## config.mk

```make
export PLATFORM = sky130hd
export DESIGN_NAME = uart_tx
export DESIGN_NICKNAME = d
export VERILOG_FILES = /design/src/rtl/uart_tx.sv
export SDC_FILE = /design/constraint.sdc
export NUM_CORES = 1
export LEC_CHECK = 0
export ABC_AREA = 1
export BUFFER_PORTS_ARGS = -buffer_cell sky130_fd_sc_hd__buf_2
export CAP_MARGIN = 20
export CORE_MARGIN = 3
export CORE_UTILIZATION = 40
export DETAILED_ROUTE_END_ITERATION = 10
export GPL_ROUTABILITY_DRIVEN = 0
export PLACE_DENSITY = 0.58
export RECOVER_POWER = 50
export SYNTH_ARGS = -nofsm -noshare
export SYNTH_HDL_FRONTEND = slang
export SYNTH_SLANG_ARGS = --single-unit
```

## constraint.sdc

```tcl
create_clock -name clk -period 1.84 [get_ports clk]
set_input_delay 0.46 -clock clk [delete_from_list [all_inputs] [get_ports clk]]
set_output_delay 0.46 -clock clk [all_outputs]
set_load 0.01 [all_outputs]
```

## src/rtl/uart_tx.sv

```systemverilog
// uart_tx: 8N1 (or 8N2) UART transmitter.
// Serialises one byte per frame onto tx. The frame order is start bit, data bits LSB first,
// then the stop bit(s). A new byte is only accepted in IDLE, and only while the far end
// holds CTS asserted (active low).
module uart_tx #(
    parameter int CLKS_PER_BIT = 32,
    parameter int STOP_BITS    = 1
) (
    input  logic       clk,
    input  logic       rst_n,
    input  logic [7:0] data,
    input  logic       data_valid,
    output logic       data_ack_n,
    input  logic       cts_n,
    output logic       tx,
    output logic       busy
);

    localparam int CW = $clog2(CLKS_PER_BIT);
    localparam logic [CW-1:0] CNT_RELOAD = CW'(CLKS_PER_BIT - 1);
    localparam logic          TWO_STOP   = (STOP_BITS == 2);

    typedef enum logic [1:0] {
        IDLE,
        START,
        DATA,
        STOP
    } state_t;

    state_t        r_state;
    logic [CW-1:0] r_clkCnt;
    logic [2:0]    r_bitCnt;
    logic          r_stopCnt;
    logic [7:0]    r_shift;
    logic          r_tx;
    logic          r_ackN;
    logic          r_busy;
    logic          r_ctsMeta;
    logic          r_ctsSync;
    logic          w_ctsOk;
    logic          w_bitDone;

    assign w_ctsOk   = ~r_ctsSync;
    assign w_bitDone = (r_clkCnt == '0);

    assign tx         = r_tx;
    assign data_ack_n = r_ackN;
    assign busy       = r_busy;

    // Two-flop synchroniser for the asynchronous CTS line; resets to "not ready".
    always_ff @(posedge clk or negedge rst_n) begin
        if (!rst_n) begin
            r_ctsMeta <= 1'b1;
            r_ctsSync <= 1'b1;
        end else begin
            r_ctsMeta <= cts_n;
            r_ctsSync <= r_ctsMeta;
        end
    end

    // Frame sequencer. Every output is registered here, and the ack pulse lasts one cycle.
    always_ff @(posedge clk or negedge rst_n) begin
        if (!rst_n) begin
            r_state   <= IDLE;
            r_clkCnt  <= '0;
            r_bitCnt  <= '0;
            r_stopCnt <= 1'b0;
            r_shift   <= '0;
            r_tx      <= 1'b1;
            r_ackN    <= 1'b1;
            r_busy    <= 1'b0;
        end else begin
            r_ackN <= 1'b1;
            case (r_state)
                IDLE: begin
                    r_tx   <= 1'b1;
                    r_busy <= 1'b0;
                    if (data_valid && w_ctsOk) begin
                        r_shift  <= data;
                        r_clkCnt <= CNT_RELOAD;
                        r_state  <= START;
                        r_tx     <= 1'b0;
                        r_busy   <= 1'b1;
                        r_ackN   <= 1'b0;
                    end
                end
                START: begin
                    if (w_bitDone) begin
                        r_state  <= DATA;
                        r_clkCnt <= CNT_RELOAD;
                        r_bitCnt <= 3'd7;
                        r_tx     <= r_shift[0];
                    end else begin
                        r_clkCnt <= r_clkCnt - 1'b1;
                    end
                end
                DATA: begin
                    if (w_bitDone) begin
                        r_shift  <= {1'b0, r_shift[7:1]};
                        r_clkCnt <= CNT_RELOAD;
                        if (r_bitCnt == 3'd0) begin
                            r_state   <= STOP;
                            r_tx      <= 1'b1;
                            r_stopCnt <= TWO_STOP;
                        end else begin
                            r_bitCnt <= r_bitCnt - 1'b1;
                            r_tx     <= r_shift[1];
                        end
                    end else begin
                        r_clkCnt <= r_clkCnt - 1'b1;
                    end
                end
                STOP: begin
                    if (w_bitDone) begin
                        if (r_stopCnt) begin
                            r_stopCnt <= 1'b0;
                            r_clkCnt  <= CNT_RELOAD;
                        end else begin
                            r_state <= IDLE;
                            r_busy  <= 1'b0;
                        end
                    end else begin
                        r_clkCnt <= r_clkCnt - 1'b1;
                    end
                end
                default: begin
                    r_state <= IDLE;
                    r_tx    <= 1'b1;
                    r_busy  <= 1'b0;
                end
            endcase
        end
    end

endmodule

```

# ---- Word-level counts from Yosys, hierarchy flattened
# Index checks and enable logic that the tools add are counted.
dict set report totals {
  word_cells 74
  regBits 24
  in_bits 12
  out_inout_bits 3
}
dict set report classes {
  n_addsub 2
  n_eq_ne 11
  n_reduce_logical 17
  n_mux 33
  bitwise_logic 1
}
# cell count
set op_table {}
lappend op_table {{two-way mux 5 bit} 4}
lappend op_table {{two-way mux 8 bit} 2}
lappend op_table {{case mux 8 bit (2 select lines)} 1}
lappend op_table {{case mux 5 bit (3 select lines)} 1}
lappend op_table {{inequality test 2 bit, second input constant} 7}
lappend op_table {{two-way mux 2 bit} 6}
lappend op_table {{two-way mux 1 bit} 11}
lappend op_table {{two-way mux 3 bit} 3}
lappend op_table {{AND reduction 3 bit} 3}
lappend op_table {{case mux 2 bit (4 select lines)} 1}
lappend op_table {{AND reduction 4 bit} 2}
lappend op_table {{nonzero test 2 bit} 4}
lappend op_table {{case mux 3 bit (2 select lines)} 1}
lappend op_table {{AND reduction 6 bit} 1}
lappend op_table {{logical NOT 5 bit} 1}
lappend op_table {{subtractor 5 x 1 -> 5 bit, second input constant} 1}
lappend op_table {{== test 2 bit, second input constant} 2}
lappend op_table {{case mux 1 bit (2 select lines)} 2}
lappend op_table {{logical NOT 3 bit} 1}
lappend op_table {{inequality test 3 bit, second input constant} 1}
lappend op_table {{case mux 1 bit (3 select lines)} 1}
lappend op_table {{nonzero test 3 bit} 1}
lappend op_table {{subtractor 3 x 1 -> 3 bit, second input constant} 1}
lappend op_table {{== test 2 x 1 -> 1 bit, second input constant} 1}
lappend op_table {{other kinds (5)} 5}

# ---- Logic depth before layout (Yosys ltp)
dict set report depth {
  ltp_word 4
  depth_mapped 10
  mapped_depth_nobuf 10
}

# ---- Worst setup path after synthesis
# Ideal clock, no wire load.
dict set report synth_timing {
  kind {register -> register}
  startpoint {register r_state[0]}
  endpoint {register r_shift[7]}
  required_time_ns 1.723
  setup_ns 0.117
  synth_period_minus_slack_ns 1.333
  arrival_time_ns 1.216
  path_slack_ns 0.507
  n_path_buf 0
  path_stages_with_launch 9
  path_cell_list {dfrtp_1 -> inv_1 -> ha_1 -> nand2_1 -> inv_2 -> nor2_4 -> nand2_4 -> nand2_1 -> nand2_1}
}
dict set report synth_between {
  elab_chain_len 3
  elab_cells_between_ends 7
}
# item line_no
set synth_lines {}
lappend synth_lines {{start: declaration} 30} ;# state_t r_state;
lappend synth_lines {{start signal: assignment} 64} ;# r_state <= IDLE;
lappend synth_lines {{start signal: assignment} 81} ;# r_state <= START;
lappend synth_lines {{start signal: assignment} 89} ;# r_state <= DATA;
lappend synth_lines {{== test 2 bit / logical NOT 2 bit (equally long branches)} 74} ;# case (r_state)
lappend synth_lines {{inequality test 2 bit (no line) / nonzero test 2 bit (equally long branches)} -}
lappend synth_lines {{AND reduction 3 bit (no line)} -}
lappend synth_lines {{end signal: assignment} 79} ;# r_shift <= data;
lappend synth_lines {{end signal: assignment} 99} ;# r_shift <= {1'b0, r_shift[7:1]};
lappend synth_lines {{end: declaration} 34} ;# logic [7:0] r_shift;
# Parallel ways exist; a longest one is shown, timed or not.
# A chain may end at the register's enable or synchronous reset.

# ---- Worst setup path in the final report
dict set report layout_timing {
  startpoint {register r_state[0]}
  endpoint {register r_shift[4]}
}
# The elaborated chain is that of the path after synthesis.

==> results.yml <==
global_routing:
  grt_pass1_wl_microns: 4330
  grt.overflow.total: 0
  grt_pass1_vias: 993
  grt_util_all_layers_pct: 13.6
  grt_max_degree: 24
  grt_antenna_before_repair: 0
clock_tree:
  cts_buffers: 3
  hold_buffers: 0
  clkLatencyLatePin_ns: 0.30
  cts-root-buf: "clkbuf_4"
  cts_resized: 0
  post_cts.repair.setup_buffers: 0
  path_clk_slew_ns: 0.13
  cts_buffer_depth: 2
  cts_tree: "done"
  cts_max_level: 1
  clkSinkCount: 23
sta:
  min_period_over_period_pct: 89.1
  rsz0062_at_grt: "no"
  fin_setup_tns_ns: 0
  setup_viol: 0
  fin_skew_ns: 0.00588
  fmax_mhz: 610
  final_hold_viol_count: 0
  maxSlewViolCount: 0
  tightest_slew_ns: 1.25
  max_slew_margin_pct: 16.5
  period_needed_ns: 1.64
floorplan:
  core_area_sq_um: 3100
  start_util_pct: 42.7
  num_rows: 20
  io_pins: 15
  dieHeight_microns: 63.5
  dieWidth_microns: 63.5
  die-area_sq_um: 4040
route:
  drt_drc_violations_left: 0
  wire_per_inst_microns: 10.5
  antenna_left: 0
  vias: 1039
  drt_iter0_markers: 34
  dr.pass1.iters: 4
  drt_wl_total_microns: 2450
  viasPerCell: 4.46
logic_synthesis:
  synth_top_cell_by_area: "dfrtp_1"
  synth_cell_types: 25
  syn_avg_cell_area_sq_um: 7.70
  ys_warn_count: 0
  synth_top_area_share_pct: 35.9
  syn-num-nets: 191
  synth_area_sq_um: 1320
  synth_area_leaders: "dfrtp_1, nand2_1, dfstp_2"
  synth_seq_cells: 23
  syn_inst: 172
  ys_seq_area_share_pct: 43.9
pwr:
  p_per_area_nw_per_um2: 1570
  peakVddDrop_mv: 0.631
  cellLeakagePower_nw: 0.836
worst_hold_path:
  hold_class: "input port to register"
  hold_start: "cts_n"
critical_path:
  required_ns: 2.05
  worstSetupStartpointType: "register"
  crit-reg2reg-launch: "r_state[0]$_DFFE_PN0P_"
  arrival_ns: 1.85
  worstSetupStartpoint: "r_state[0]$_DFFE_PN0P_"
  worstSetupPathType: "register to register"
  end_kind: "register"
  critPathMaxFanout: 11
cells_and_area:
  syn2layout_area_growth_pct: 10.7
  mostFrequentLayoutCell: "nand2_1"
  regArea_sq_um: 581
  final_cell_mix: "nand2_1, dfrtp_1, inv_1, buf_2, nand3_1"
  n_antenna_cell: 0
  fin_util_pct: 47.2
  fin_nets: 209
  drive_gt1_share_pct: 19.6
  multi_input_area_sq_um: 641
  fill_cells: 327
  fin_area_sq_um: 1470
placement:
  hpwl_microns: 1830
  place_area_sq_um: 1440
  io_buffers: 14
status:
  status: "finished, final reports clean"
run:
  cap_violations: 0
-- worst max-delay path: stages, from the launching register on --
cell	delay (ns)
dfrtp_1	0.43
inv_1	0.09
ha_1	0.42
nor2_2	0.12
nor2_4	0.24
nand2_4	0.11
nand2_1	0.07
nand2_1	0.05
-- per-stage QoR --
stage / hold WS [ns] / instances / power, mW / worst slack [ns]
after floorplan: 0.164 / 172 / 1.83 / 0.507
after global placement: 0.347 / 229 / 2.06 / 0.263
after detailed placement: 0.355 / 229 / 2.08 / 0.215
after CTS: 0.126 / 233 / 2.33 / 0.190
after global routing: 0.202 / 233 / 2.58 / 0.0557
final: 0.232 / 233 / 2.30 / 0.201
-- registers in the layout, summed over array words and instances (netlist names) --
register    cells
r_shift         8
r_clkCnt        5
r_bitCnt        3
r_state         2
busy            1
data_ack_n      1
r_ctsMeta       1
r_ctsSync       1
tx              1
-- layout make-up --
type / count / area share (%)
multi-input cells: 124 / 43.7
inverters: 23 / 5.89
flip-flops and latches: 23 / 39.6
repair buffers: 15 / 5.21
clock buffers: 4 / 1.79
well taps: 44 / 3.76
-- synth_stat cells --
library cell / number
nand3_4: 1
or2_2: 1
ha_1: 7
nand3b_1: 2
nor2_4: 2
nand2_2: 2
nor2_2: 1
a21boi_1: 1
a21oi_1: 1
nor2_1: 3
xor2_1: 2
clkinv_1: 1
buf_6: 1
nand3_1: 12
dfstp_2: 4
dfrtp_1: 19
o21ai_2: 1
o21ai_1: 7
inv_1: 16
nand4_1: 3
buf_2: 1
nand2_4: 2
inv_2: 6
o21ai_0: 1
nand2_1: 75
-- report_power, final --
group	leakage, nW	switching (mW)	internal (mW)
clock	0.0150	0.148	0.0845
combinational	0.546	0.793	0.446
sequential	0.275	0.119	0.708
-- path summary, 6_finish.rpt --
kind	to	slack, ns	cells after the start
max	r_shift[4]$_DFFE_PN0P_	0.20	7
min	r_ctsMeta$_DFF_PN1_	0.23	1
max reg2reg	r_shift[4]$_DFFE_PN0P_	0.20	7
min reg2reg	r_ctsSync$_DFF_PN1_	0.37	0
max in group asynchronous	r_bitCnt[1]$_DFFE_PN0P_	0.71	1
min in group asynchronous	r_clkCnt[4]$_DFFE_PN0P_	0.39	1
-- layer usage --
layer,track usage (%),routed length (microns)
met5,0,0
met4,4.85,27
met3,2.67,64
met2,20.2,1050
met1,19.4,1310
-- cells by family after synthesis --
family,Yosys count,synth area share (%)
xor+xnor,2,1.32
flops,23,43.9
buf+inv,25,7.75
simple gates,104,35.8
fa+ha+maj,7,6.62
compound gates,11,4.63
Note: power is estimated with default switching activity, not from simulation.
